--- src/rtl/barrett_stream_scheduler_pkg.sv ---
// Shared types and constants for the Barrett stream scheduler and its result FIFO.
// Default modulus constants describe the Dilithium prime.
package barrett_stream_scheduler_pkg;

    localparam int DATA_LENGTH    = 32;
    localparam int MODULUS        = 8380417;
    localparam int MODULUS_LENGTH = 23;
    localparam int MU             = 8396807;

    typedef enum logic [1:0] {
        S_IDLE  = 2'd0,
        S_RUN   = 2'd1,
        S_DRAIN = 2'd2
    } barrett_sched_state_e;

endpackage

--- src/rtl/barrett_stream_scheduler_result_fifo.sv ---
// Synchronous result FIFO. Push and pop in one cycle are both honoured, even when full.
// The head reads as zero while the FIFO is empty, so an idle output bus stays quiet.
module barrett_result_fifo #(
    parameter int DEPTH = 8,
    parameter int WIDTH = 32
) (
    input  logic                     i_clk,
    input  logic                     i_rst,
    input  logic                     i_push,
    input  logic [WIDTH-1:0]         i_data,
    input  logic                     i_pop,
    output logic [WIDTH-1:0]         o_data,
    output logic [$clog2(DEPTH):0]   o_count,
    output logic                     o_full,
    output logic                     o_empty
);

    localparam int AW = $clog2(DEPTH);

    logic [WIDTH-1:0] r_mem [DEPTH];
    logic [AW:0]      r_wp;
    logic [AW:0]      r_rp;
    logic             w_push;
    logic             w_pop;

    assign o_count = r_wp - r_rp;
    assign o_empty = (r_wp == r_rp);
    assign o_full  = (o_count == (AW+1)'(DEPTH));
    assign w_pop   = i_pop & ~o_empty;
    assign w_push  = i_push & (~o_full | w_pop);
    assign o_data  = o_empty ? '0 : r_mem[r_rp[AW-1:0]];

    always_ff @(posedge i_clk) begin
        if (i_rst) begin
            r_wp <= '0;
            r_rp <= '0;
        end else begin
            if (w_push) r_wp <= r_wp + 1'b1;
            if (w_pop)  r_rp <= r_rp + 1'b1;
        end
    end

    always_ff @(posedge i_clk) begin
        if (w_push) r_mem[r_wp[AW-1:0]] <= i_data;
    end

endmodule

--- src/rtl/barrett_stream_scheduler.sv ---
// Feeds one non-stallable barrett_pipelined core from a valid/ready operand stream,
// reserving FIFO space per issue (credits) and reprogramming the modulus only once drained.
module barrett_stream_scheduler
    import barrett_stream_scheduler_pkg::*;
#(
    parameter int PIPE_LATENCY = 4,
    parameter int FIFO_DEPTH   = 8,
    parameter int CNT_WIDTH    = 32
) (
    input  logic                   CLK_pci_sys_clk_p,
    input  logic                   rst_i,
    input  logic                   cfg_valid_i,
    output logic                   cfg_ready_o,
    input  logic [DATA_LENGTH-1:0] cfg_q_i,
    input  logic [DATA_LENGTH-1:0] cfg_q_bl_i,
    input  logic [DATA_LENGTH-1:0] cfg_mu_i,
    input  logic                   in_valid_i,
    output logic                   in_ready_o,
    input  logic [DATA_LENGTH-1:0] in_data_i,
    output logic                   core_start_o,
    output logic [DATA_LENGTH-1:0] core_x_o,
    output logic [DATA_LENGTH-1:0] core_q_o,
    output logic [DATA_LENGTH-1:0] core_q_bl_o,
    output logic [DATA_LENGTH-1:0] core_mu_o,
    input  logic [DATA_LENGTH-1:0] core_result_i,
    input  logic                   core_valid_i,
    output logic                   out_valid_o,
    input  logic                   out_ready_i,
    output logic [DATA_LENGTH-1:0] out_data_o,
    output logic [CNT_WIDTH-1:0]   result_cnt_o,
    output logic                   err_o,
    output barrett_sched_state_e   dbg_state_o
);

    localparam int AW = $clog2(FIFO_DEPTH);
    localparam int IW = $clog2(FIFO_DEPTH + 1);
    localparam int BW = $clog2(PIPE_LATENCY + 2);

    barrett_sched_state_e    r_state;
    logic [IW-1:0]           r_inflight;
    logic [PIPE_LATENCY-1:0] r_exp_sr;
    logic [BW-1:0]           r_blank_cnt;
    logic                    r_start;
    logic [DATA_LENGTH-1:0]  r_x;
    logic [DATA_LENGTH-1:0]  r_q;
    logic [DATA_LENGTH-1:0]  r_q_bl;
    logic [DATA_LENGTH-1:0]  r_mu;
    logic [CNT_WIDTH-1:0]    r_result_cnt;
    logic                    r_err;

    logic                    w_blank_done;
    logic                    w_core_valid;
    logic                    w_exp_valid;
    logic                    w_in_fire;
    logic                    w_cfg_fire;
    logic                    w_dec;
    logic                    w_fifo_push;
    logic                    w_fifo_pop;
    logic                    w_full;
    logic                    w_empty;
    logic [AW:0]             w_count;
    logic [IW:0]             w_occupancy;
    logic                    w_mismatch;
    logic                    w_overflow;
    logic                    w_orphan;

    // Core output is ignored until the pre-reset pipeline contents have flushed out.
    assign w_blank_done = (r_blank_cnt == BW'(PIPE_LATENCY + 1));
    assign w_core_valid = core_valid_i & w_blank_done;
    assign w_exp_valid  = r_exp_sr[PIPE_LATENCY-1];

    assign w_fifo_pop   = ~w_empty & out_ready_i;
    assign w_fifo_push  = w_core_valid & (~w_full | w_fifo_pop);
    assign w_occupancy  = (IW+1)'(r_inflight) + (IW+1)'(w_count);

    assign in_ready_o   = ~rst_i & (r_state == S_RUN) & ~cfg_valid_i &
                          (w_occupancy < (IW+1)'(FIFO_DEPTH));
    assign cfg_ready_o  = ~rst_i & ((r_state == S_IDLE) |
                          ((r_state == S_DRAIN) & (r_inflight == '0)));
    assign w_in_fire    = in_valid_i & in_ready_o;
    assign w_cfg_fire   = cfg_valid_i & cfg_ready_o;
    assign w_dec        = w_core_valid & (r_inflight != '0);

    assign w_mismatch   = w_blank_done & (core_valid_i != w_exp_valid);
    assign w_overflow   = w_core_valid & w_full & ~w_fifo_pop;
    assign w_orphan     = w_core_valid & (r_inflight == '0);

    assign core_start_o = r_start;
    assign core_x_o     = r_x;
    assign core_q_o     = r_q;
    assign core_q_bl_o  = r_q_bl;
    assign core_mu_o    = r_mu;
    assign out_valid_o  = ~w_empty;
    assign result_cnt_o = r_result_cnt;
    assign err_o        = r_err;
    assign dbg_state_o  = r_state;

    barrett_result_fifo #(
        .DEPTH (FIFO_DEPTH),
        .WIDTH (DATA_LENGTH)
    ) u_fifo (
        .i_clk   (CLK_pci_sys_clk_p),
        .i_rst   (rst_i),
        .i_push  (w_fifo_push),
        .i_data  (core_result_i),
        .i_pop   (w_fifo_pop),
        .o_data  (out_data_o),
        .o_count (w_count),
        .o_full  (w_full),
        .o_empty (w_empty)
    );

    always_ff @(posedge CLK_pci_sys_clk_p) begin
        if (rst_i) begin
            r_state      <= S_IDLE;
            r_inflight   <= '0;
            r_exp_sr     <= '0;
            r_blank_cnt  <= '0;
            r_start      <= 1'b0;
            r_x          <= '0;
            r_q          <= '0;
            r_q_bl       <= '0;
            r_mu         <= '0;
            r_result_cnt <= '0;
            r_err        <= 1'b0;
        end else begin
            r_start  <= w_in_fire;
            if (w_in_fire) r_x <= in_data_i;
            r_exp_sr <= {r_exp_sr[PIPE_LATENCY-2:0], r_start};
            if (!w_blank_done) r_blank_cnt <= r_blank_cnt + 1'b1;

            if (w_in_fire && !w_dec)      r_inflight <= r_inflight + 1'b1;
            else if (w_dec && !w_in_fire) r_inflight <= r_inflight - 1'b1;

            if (w_fifo_pop) r_result_cnt <= r_result_cnt + 1'b1;
            r_err <= r_err | w_mismatch | w_overflow | w_orphan;

            if (w_cfg_fire) begin
                r_q    <= cfg_q_i;
                r_q_bl <= cfg_q_bl_i;
                r_mu   <= cfg_mu_i;
            end

            case (r_state)
                S_IDLE:  if (w_cfg_fire)  r_state <= S_RUN;
                S_RUN:   if (cfg_valid_i) r_state <= S_DRAIN;
                S_DRAIN: if (w_cfg_fire)  r_state <= S_RUN;
                default: r_state <= S_IDLE;
            endcase
        end
    end

endmodule
--- config.mk ---
export PLATFORM = sky130hd
export DESIGN_NAME = barrett_stream_scheduler
export DESIGN_NICKNAME = d
export VERILOG_FILES = /design/src/rtl/barrett_stream_scheduler_pkg.sv /design/src/rtl/barrett_stream_scheduler_result_fifo.sv /design/src/rtl/barrett_stream_scheduler.sv
export SDC_FILE = /design/constraint.sdc
export NUM_CORES = 1
export LEC_CHECK = 0
export CAP_MARGIN = 20
export CORE_ASPECT_RATIO = 1.4
export CORE_MARGIN = 5
export CORE_UTILIZATION = 30
export CTS_CLUSTER_SIZE = 24
export DETAILED_ROUTE_END_ITERATION = 8
export GPL_ROUTABILITY_DRIVEN = 0
export PLACE_DENSITY = 0.52
export SYNTH_ARGS = -nofsm -noshare
export SYNTH_HDL_FRONTEND = slang
export SYNTH_SLANG_ARGS = --single-unit
--- constraint.sdc ---
create_clock -name CLK_pci_sys_clk_p -period 12.2 [get_ports CLK_pci_sys_clk_p]
set_clock_uncertainty 0.2 [all_clocks]
set_input_delay 3.05 -clock CLK_pci_sys_clk_p [delete_from_list [all_inputs] [get_ports CLK_pci_sys_clk_p]]
set_output_delay 3.05 -clock CLK_pci_sys_clk_p [all_outputs]
set_load 0.02 [all_outputs]
==> results of run 1 <==
## sequential cells by signal, summed over array words and instances, names as in the netlist, named ones only
| register | count |
|---|---|
| core_mu_o | 32 |
| core_q_bl_o | 32 |
| core_q_o | 32 |
| core_start_o | 1 |
| core_x_o | 32 |
| dbg_state_o | 2 |
| err_o | 1 |
| r_blank_cnt | 3 |
| r_exp_sr | 4 |
| r_inflight | 4 |
| result_cnt_o | 32 |
| u_fifo.r_mem | 256 |
| u_fifo.r_rp | 4 |
| u_fifo.r_wp | 4 |
## metrics by stage
stage / utilization, % / hold WS, ps
final: 40.9 / 235
after global placement: 38.3 / 219
after CTS: 40.9 / 235
after detailed placement: 38.3 / 221
after floorplan: - / 214
after global routing: 40.9 / 259
## cell type report
| class | count | area share, % |
|---|---|---|
| clock buffer | 61 | 5.49 |
| clock inverter | 27 | 1.05 |
| inverter | 16 | 0.260 |
| multi-input combinational | 735 | 23.5 |
| sequential | 442 | 49.4 |
| tap | 735 | 3.98 |
| timing repair buffer | 380 | 16.3 |
## worst max-delay path: stages
cell and delay (ps):
clkdlybuf4s50_1 480, nor4b_1 470, and3_1 240, clkdlybuf4s50_1 610
## path summary, 6_finish.rpt
path,cells after the start,end,start,slack [ps]
setup / recovery,4,in_ready_o,cfg_valid_i,4100
hold / removal,1,r_exp_sr[2]$_SDFF_PP0_,r_exp_sr[1]$_SDFF_PP0_,230
setup reg to reg,18,r_inflight[3]$_SDFFE_PP0P_,u_fifo.r_wp[0]$_SDFFE_PP0P_,7620
hold reg to reg,1,r_exp_sr[2]$_SDFF_PP0_,r_exp_sr[1]$_SDFF_PP0_,230
## power groups by stage
stage	Sequential, mW	Clock, mW	Combinational, mW
2_1_floorplan	1.69	0	0.0716
3_3_place_gp	1.65	0	0.250
3_5_place_dp	1.65	0	0.251
4_1_cts	1.62	1.45	0.253
5_1_grt	1.63	1.51	0.268
6_report	1.62	1.40	0.248
## routing by layer
metal  GRT usage [%]  vias up
met2            26.0      329
met1            17.1     5448
met5               0        -
met4            3.25        2
li1                -     5293
met3            5.99       56
## cell families after synthesis
kind of cell	count (synthesis)	synth area share, %
adder cells (fa/ha/maj)	16	1.26
AND/OR/NAND/NOR	511	14.6
buffers and inverters	85	1.87
multiplexers	131	12.4
XOR/XNOR	29	1.48
flip-flops	442	66.7
AO/OA/AOI/OAI	48	1.76
## Yosys cell counts (2+ instances only)
library cell and number:
xnor2_1 18, nand3b_1 97, nor3_1 8, edfxtp_1 256, nor2b_1 6, dfxtp_1 186
a211oi_1 2, nand3_1 14, nor4_1 8, o21ai_0 8, fa_1 2, a21oi_1 21
or3_1 7, nand2b_1 5, o31ai_1 6, and4_1 2, a21o_1 2, and2_1 4
or4_1 9, inv_1 16, xor2_1 11, nor2_1 110, clkbuf_1 49, mux4_2 64
nand2_1 217, ha_1 14, and3_1 5, buf_1 19, nand4_1 16, mux2i_1 66
==> run metrics, run 1 <==
Synth area leaders edfxtp_1 45%, dfxtp_1 22%, mux4_2 8.4%, nand2_1 4.8%, nand3b_1 4.3%; PwrDens 141 nW/µm²; Mapped Area between 15,000 and 20,000 µm²; Slew headroom between 30% and 40%; most common cell after layout, fill and taps aside clkdlybuf4s50_1; vias per inst between 4 and 5; final critical-path share of the clock period around 66%; dpl ws around 4000 ps; P_int 2.53 mW; CTS Buffer Depth 3; Hold Buf Count CTS 0; met2 routed WL 23,900 µm; Mapped Nets between 1k and 1.5k; Reg power frac approximately 50%; DRC violations left 0; Congestion Overflow GR 0; number of routed nets with antenna violations 0; GRT Overall Usage approximately 15%; FF+latch count, synth between 400 and 500; ys async rst share 0%; Die X between 200 and 250 µm; num ports 365; DR top layer met5; Lkg Pwr ~8.2 nW; average cell area after synthesis around 14 µm²; share of cells above drive strength 1 between 10% and 20%; WS Path Type input pin to output pin; initial antenna violation count 1; maximum vdd ir drop roughly 0.090 mV; Synth cell types 44; fin worst setup slack approximately 4100 ps; worst path arrival time approximately 4900 ps; Fillers about 5.3k; Finished Cell Area approximately 23,000 µm²; power after layout around 3.3 mW; DP Area between 20,000 and 25,000 µm²; Pins Over Slew Limit 0; DP HPWL about 30,000 µm; clk_lat worst skew between 500 and 600 ps; largest net degree at the start of global routing 95; fin cells 2,396; CP Launch Type input pin; diodes inserted 0; top_reg_cell synth edfxtp_1; Hold Violations, Final 0; CTS H-tree lvls 2; TNS Setup 0 ps; met3 WL between 4000 and 5000 µm; Yosys top cell by area edfxtp_1; effective utilization at floorplan between 30% and 40%; number of synthesized flops with an enable pin 256; Placed Instances 2,308; post-DR wirelength/cell around 20 µm; die area 62,000 µm²; outcome finished, final reports clean; Register Area about 11,000 µm²; # Post-CTS Setup Buffers 0; Crit. End Element output pin; vias in the first global route about 12k; most frequent cells in the layout 363 x clkdlybuf4s50_1, 256 x edfxtp_1, 216 x nand2_1, 183 x dfxtp_1, 104 x nor2_1; Max Fanout on Critical Path 5; Sw Share 22.5%; Clk pwr share a little over two fifths; Max Clk Rate between 100 and 150 MHz; clock sink count 442; Synth Instances around 1.3k; multi-input logic area 5440 µm²; number of iterations in the first detailed-routing pass 5; combinational share of power under 10%; die height 293 µm; CP required 8950 ps; Worst Max-Slew Pin Slew ~1000 ps; final WL ~47,000 µm; root buf cell clkbuf_16; DRT iter0 DRCs 483; Worst-path clk slew about 60 ps; core area around 56,000 µm²; Hold Path Class flip-flop to flip-flop; via count 11.1k; P_sw around 730 µW; port bufs about 360; synthesis warning total 0; unrepaired setup endpoints after global routing false; first-pass GRT wire length approximately 70,000 µm; number of max-cap violations 0; PostCTS Resize Cnt 0; CTS tree yes; min Tclk post-route about 8100 ps; wire length on met1 approximately 18,000 µm; Num CTS Buffers 47; Layout area overhead 35.0%; Nets approximately 1.8k; Synth top area share 44.9%; setup violators final 0; sequential area share after synthesis between 60% and 70%; # rows 103
(Power assumes the default switching activity.)
==> run 2: changes to the inputs <==
--- a/config.mk
+++ b/config.mk
@@ -12,7 +12,7 @@
 export CTS_CLUSTER_SIZE = 24
 export DETAILED_ROUTE_END_ITERATION = 8
 export GPL_ROUTABILITY_DRIVEN = 0
-export PLACE_DENSITY = 0.52
+export PLACE_DENSITY = 0.54
 export SYNTH_ARGS = -nofsm -noshare
 export SYNTH_HDL_FRONTEND = slang
 export SYNTH_SLANG_ARGS = --single-unit
==> constraint.sdc (replaced) <==
create_clock -name CLK_pci_sys_clk_p -period 7.15 [get_ports CLK_pci_sys_clk_p]
set_clock_uncertainty 0.2 [all_clocks]
set_input_delay 1.7875 -clock CLK_pci_sys_clk_p [delete_from_list [all_inputs] [get_ports CLK_pci_sys_clk_p]]
set_output_delay 1.7875 -clock CLK_pci_sys_clk_p [all_outputs]
set_load 0.02 [all_outputs]
==> run 2 against run 1 <==
Global-route usage shrank 0.17 points. Worst hold slack gained 2.5 ps. Largest cell class unchanged. Die area is the same.
==> run metrics, run 2 (synthesized netlist as in run 1, its figures left out) <==
Max Fanout on Critical Path 8 (was 5); fin util 40.8% (was 40.9%); CTS H-tree lvls 2 (unchanged); largest net degree at the start of global routing 95 (unchanged); combinational share of power 7.8% (was 7.6%); Num CTS Buffers 45 (was 47); worst path arrival time 3660 ps (was 4850 ps); # Post-CTS Setup Buffers 0 (unchanged); clk_lat worst skew 570 ps (about the same); Pins Over Slew Limit 0 (unchanged); P_sw 1.22 mW (was 734 µW); final WL 46,300 µm (was 47,100 µm); unrepaired setup endpoints after global routing false (unchanged); Worst-path clk slew 60 ps (about the same); Congestion Overflow GR 0 (unchanged); dpl ws 1610 ps (was 4070 ps); PostCTS Resize Cnt 0 (unchanged); Max Clk Rate 177 MHz; number of max-cap violations 0 (unchanged); Sw Share 22.3% (was 22.5%); post-DR wirelength/cell 19.4 µm (was 19.7 µm); number of flip-flops in the largest register 256 (unchanged); core area 56,400 µm² (unchanged); CP bufs+invs 3 (was 2); first-pass GRT wire length 71,500 µm (was 71,800 µm); number of routed nets with antenna violations 0 (unchanged); fin worst setup slack 1500 ps (was 4100 ps); Lkg Pwr 8.12 nW (was 8.19 nW); die height 293 µm (unchanged); worst stage delay on the critical path 610 ps (about the same); # rows 103 (unchanged); setup violators final 0 (unchanged); most frequent cells in the layout 363 x clkdlybuf4s50_1, 256 x edfxtp_1, 216 x nand2_1, 183 x dfxtp_1, 104 x nor2_1 (unchanged); initial antenna violation count 0 (was 1); CTS tree yes (unchanged); vias per inst 4.66 (was 4.64); Hold Violations, Final 0 (unchanged); Nets 1,803 (was 1,804); outcome finished, final reports clean (unchanged); Fin Hold WS 237 ps (was 235 ps); worst path cell trace inv_1 > ha_1 > inv_1 > fa_1 > ha_1 > and3b_1 > o21ai_0 > and3_1 > clkdlybuf4s50_1 (was clkdlybuf4s50_1 > nor4b_1 > and3_1 > clkdlybuf4s50_1); most common cell after layout, fill and taps aside clkdlybuf4s50_1 (unchanged); Clk pwr share 41.4% (was 42.7%); via count 11.1k (about the same); root buf cell clkbuf_16 (unchanged); effective utilization at floorplan 30.3% (unchanged); P_int 4.24 mW (was 2.53 mW); diodes inserted 0 (unchanged); WS Path Type flip-flop to output pin (was input pin to output pin); clock sink count 442 (unchanged); die area 62,000 µm² (unchanged); DRC violations left 0 (unchanged); slowest cell on the critical path clkdlybuf4s50_1 (unchanged); final critical-path share of the clock period just under 80%; CP Launch Type flip-flop (was input pin); port bufs 364 (unchanged); maximum vdd ir drop 0.169 mV (was 0.0900 mV); Layout area overhead 34.5% (was 35.0%); Hold Path Class flip-flop to flip-flop (unchanged); CP required 5160 ps (was 8950 ps); DRT iter0 DRCs 492 (was 483); family with the most delay on the worst path adder cells (was buffers and inverters); Hold Buf Count CTS 0 (unchanged); Slew headroom 33.4% (was 32.0%); number of iterations in the first detailed-routing pass 5 (unchanged); Reg power frac 50.8% (was 49.7%); min Tclk post-route roughly 5600 ps; Worst Max-Slew Pin Slew 996 ps (was 1020 ps); GRT Overall Usage 14.7% (was 14.8%); CTS Buffer Depth 3 (unchanged); Die X 212 µm (unchanged); TNS Setup 0 ps (unchanged); share of cells above drive strength 1 9.81% (was 10.2%); Crit. End Element output pin (unchanged); num ports 365 (unchanged); vias in the first global route 11.9k (was 11.8k); DP HPWL 31,000 µm (was 30,200 µm); PwrDens 237 nW/µm² (was 141 nW/µm²)
run 2: area by class of cell:
| cell class | count | area (µm²) |
|---|---|---|
| Timing Repair Buffer | 381 | 3770 |
| Fill cell | 5302 | 33400 |
| Tap cell | 735 | 920 |
| Clock buffer | 60 | 1230 |
| Multi-Input combinational cell | 735 | 5440 |
| Inverter | 16 | 60.1 |
| Sequential cell | 442 | 11400 |
| Clock inverter | 18 | 169 |
run 2: per-stage QoR:
| step | cell area [µm²] | total power, mW | instances |
|---|---|---|---|
| final | 23000 | 5.46 | 2387 |
| after global placement | 21600 | 3.25 | 2309 |
| after global routing | 23000 | 5.68 | 2387 |
| after detailed placement | 21600 | 3.26 | 2309 |
| after floorplan | 17100 | 3.00 | 1262 |
| after CTS | 23000 | 5.54 | 2387 |
run 2: metal layers:
metal	vias up	GRT usage (%)	wire length, µm	part of all wire, %
met5	-	0.0784	0	0
met4	0	4.24	1100	2.4
met3	57	5.64	4040	8.7
met2	334	25.3	23100	50
met1	5436	17.0	18000	39
li1	5285	-	-	-
run 2: worst register-to-register path, delay by kind of cell, from the launching register on:
kind	cells	cell delay [ps]
AND/OR/NAND/NOR	3	720
flip-flops	1	500
AO/OA/AOI/OAI	4	910
buffers and inverters	4	410
adder cells (fa/ha/maj)	5	1390
XOR/XNOR	1	90
run 2: path summary, 6_finish.rpt:
path	start	to	slack [ps]	cells after the start
worst max register to register	u_fifo.r_wp[0]$_SDFFE_PP0P_	r_inflight[3]$_SDFFE_PP0P_	2850	17
worst min-delay path	r_exp_sr[2]$_SDFF_PP0_	r_exp_sr[3]$_SDFF_PP0_	240	1
worst min register to register	r_exp_sr[2]$_SDFF_PP0_	r_exp_sr[3]$_SDFF_PP0_	240	1
worst max-delay path	u_fifo.r_wp[0]$_SDFFE_PP0P_	in_ready_o	1500	9
run 2: power groups by stage:
stage	sequential, mW	clock, mW	combinational, mW
6_report	2.77	2.26	0.423
5_1_grt	2.78	2.44	0.456
4_1_cts	2.77	2.34	0.431
3_5_place_dp	2.83	0	0.429
3_3_place_gp	2.83	0	0.427
2_1_floorplan	2.88	0	0.122
==> run 3: changes to the inputs <==
--- a/config.mk
+++ b/config.mk
@@ -12,7 +12,7 @@
 export CTS_CLUSTER_SIZE = 24
 export DETAILED_ROUTE_END_ITERATION = 8
 export GPL_ROUTABILITY_DRIVEN = 0
-export PLACE_DENSITY = 0.54
+export PLACE_DENSITY = 0.52
 export SYNTH_ARGS = -nofsm -noshare
 export SYNTH_HDL_FRONTEND = slang
 export SYNTH_SLANG_ARGS = --single-unit
==> constraint.sdc (replaced) <==
create_clock -name CLK_pci_sys_clk_p -period 5.2 [get_ports CLK_pci_sys_clk_p]
set_clock_uncertainty 0.2 [all_clocks]
set_input_delay 1.3 -clock CLK_pci_sys_clk_p [delete_from_list [all_inputs] [get_ports CLK_pci_sys_clk_p]]
set_output_delay 1.3 -clock CLK_pci_sys_clk_p [all_outputs]
set_load 0.02 [all_outputs]
==> run 3 against run 2 <==
Flip-flop and latch count is the same. Global-route usage increased by 0.26 points. Via count is 1.4% higher. Die area unchanged. Sequential share of layout area fell by 0.60 points. Highest routed layer unchanged. Worst hold slack gained 8.3 ps. Design area rose by 1.2%. Critical path depth did not move. Combinational power increased by 39%.
==> run metrics, run 3 (synthesized netlist as in run 1, its figures left out) <==
Reg power frac 48.7% (was 50.8%); Max Clk Rate 203 MHz; Clk pwr share 43.8% (was 41.4%); die area 62,000 µm² (unchanged); DRT iter0 DRCs 467 (was 492); Layout area overhead 36.1% (was 34.5%); worst path arrival time 3420 ps (was 3660 ps); Lkg Pwr 8.27 nW (was 8.12 nW); P_sw 1.74 mW (was 1.22 mW); setup violators final 0 (unchanged); DRC violations left 0 (unchanged); P_int 6.09 mW (was 4.24 mW); effective utilization at floorplan 30.3% (unchanged); number of flip-flops in the largest register 256 (unchanged); clock sink count 442 (unchanged); root buf cell clkbuf_16 (unchanged); worst stage delay on the critical path 650 ps (was 610 ps); maximum vdd ir drop 0.215 mV (was 0.169 mV); wire length on met1 17,900 µm (was 18,000 µm); port bufs 364 (unchanged); die height 293 µm (unchanged); share of cells above drive strength 1 10.8% (was 9.81%); Slew headroom 37.7% (was 33.4%); worst path cell trace inv_1 > ha_1 > inv_1 > fa_1 > ha_1 > and3b_1 > o21ai_0 > and3_1 > clkdlybuf4s50_1 (unchanged); worst hold path startpoint r_exp_sr[1]$_SDFF_PP0_ (was r_exp_sr[2]$_SDFF_PP0_); clk_lat worst skew 580 ps (was 570 ps); core area 56,400 µm² (unchanged); Num CTS Buffers 47 (was 45); Nets 1,811 (was 1,803); Crit. End Element output pin (unchanged); min Tclk post-route approximately 4900 ps; slowest cell on the critical path clkdlybuf4s50_1 (unchanged); met3 WL 4100 µm (was 4040 µm); reg2reg setup slack 1270 ps (was 2850 ps); CTS Buffer Depth 3 (unchanged); final critical-path share of the clock period 94.6%; Fin Hold WS 246 ps (was 237 ps); Worst Setup SP u_fifo.r_wp[0]$_SDFFE_PP0P_ (unchanged); via count 11.3k (was 11.1k); most frequent cells in the layout 363 x clkdlybuf4s50_1, 256 x edfxtp_1, 216 x nand2_1, 182 x dfxtp_1, 104 x nor2_1 (was 363 x clkdlybuf4s50_1, 256 x edfxtp_1, 216 x nand2_1, 183 x dfxtp_1, 104 x nor2_1); Worst-path clk slew 60 ps (about the same); PwrDens 336 nW/µm² (was 237 nW/µm²); outcome finished, final reports clean (unchanged); CP Launch Type flip-flop (unchanged); Worst Max-Slew Pin Slew 935 ps (was 996 ps); WS Path Type flip-flop to output pin (unchanged); TNS Setup 0 ps (unchanged); initial antenna violation count 3 (was 0); combinational share of power 7.5% (was 7.8%); fin worst setup slack 281 ps (was 1500 ps); Hold Path Class flip-flop to flip-flop (unchanged); largest net degree at the start of global routing 96 (was 95); Die X 212 µm (unchanged); # rows 103 (unchanged); Sw Share 22.2% (was 22.3%); Placed Instances 2,315 (was 2,309); DR top layer met4 (unchanged); CP required 3700 ps (was 5160 ps); DP HPWL 30,800 µm (was 31,000 µm); dpl ws 601 ps (was 1610 ps); fin cells 2,405 (was 2,387); reg2reg start u_fifo.r_wp[1]$_SDFFE_PP0P_ (was u_fifo.r_wp[0]$_SDFFE_PP0P_); CTS H-tree lvls 2 (unchanged); post-DR wirelength/cell 19.5 µm (was 19.4 µm); Hold Buf Count CTS 0 (unchanged); met2 routed WL 23,600 µm (was 23,100 µm); first-pass GRT wire length 72,300 µm (was 71,500 µm); number of routed nets with antenna violations 0 (unchanged); Max Fanout on Critical Path 8 (unchanged); CTS tree yes (unchanged); most common cell after layout, fill and taps aside clkdlybuf4s50_1 (unchanged); Pins Over Slew Limit 0 (unchanged); Hold Violations, Final 0 (unchanged); number of max-cap violations 0 (unchanged); vias in the first global route 12.0k (was 11.9k); vias per inst 4.69 (was 4.66); Congestion Overflow GR 0 (unchanged); number of iterations in the first detailed-routing pass 5 (unchanged); unrepaired setup endpoints after global routing false (unchanged); num ports 365 (unchanged); final WL 47,000 µm (was 46,300 µm); GRT Overall Usage 14.9% (was 14.7%)
==> run 3: changes by cell type in the layout (fill, tap and decap cells not counted), moves of 3 or more <==
cell       delta
buf_4         +3
clkbuf_1      -4
clkinv_2      +4
bufinv_16     +3
diode_2       +3
buf_12        +3
==> run 3: worst paths after layout <==
path / endpoint / cells past startpoint
hold reg to reg: r_exp_sr[2]$_SDFF_PP0_ / 1
setup / recovery: in_ready_o / 9
setup reg to reg: r_inflight[3]$_SDFFE_PP0P_ / 16
hold / removal: r_exp_sr[2]$_SDFF_PP0_ / 1
==> run 3: timing repair <==
action | in CTS | in global routing
resized for setup | 0 | 1
setup buffers | 0 | 0
endpoints found under the hold margin | 0 | 0
setup endpoints to repair | 0 | 1
==> run 3: power by group through the flow <==
stage	Sequential (mW)	Clock, mW	Combinational, mW
after global routing	3.82	3.68	0.634
after global placement	3.88	0	0.594
after floorplan	3.95	0	0.168
final	3.81	3.43	0.587
after CTS	3.81	3.56	0.598
after detailed placement	3.88	0	0.596
==> run 3: layout make-up <==
class                   count  area [µm²]
flip-flops and latches    442       11400
fillers                  5312       33200
well taps                 735         920
repair buffers            387        3850
clock inverters            27         299
inverters                  16        60.1
multi-input cells         735        5440
clock buffers              60        1300
diodes                      3        7.51
==> run 3: worst max-delay path: cells and delay by family (launching register included) <==
kind	cells	cell delay (ps)
adders and majority gates	3	940
buffers and inverters	3	810
DFF	1	420
and+or+nand+nor	2	360
AOI/OAI and AO/OA	1	300
==> run 3: routing by layer <==
metal  up-vias  track usage, %
li1       5312               -
met3        74            5.62
met2       359            26.0
met5         -               0
met1      5526            17.1
met4         0            4.37
==> run 3: metrics by stage <==
stage	utilization, %	total power [mW]	area [µm²]
CTS	41.2	7.96	23300
floorplan	-	4.12	17100
detailed placement	38.4	4.48	21700
global placement	38.4	4.47	21700
global route	41.3	8.13	23300
finish	41.3	7.82	23300
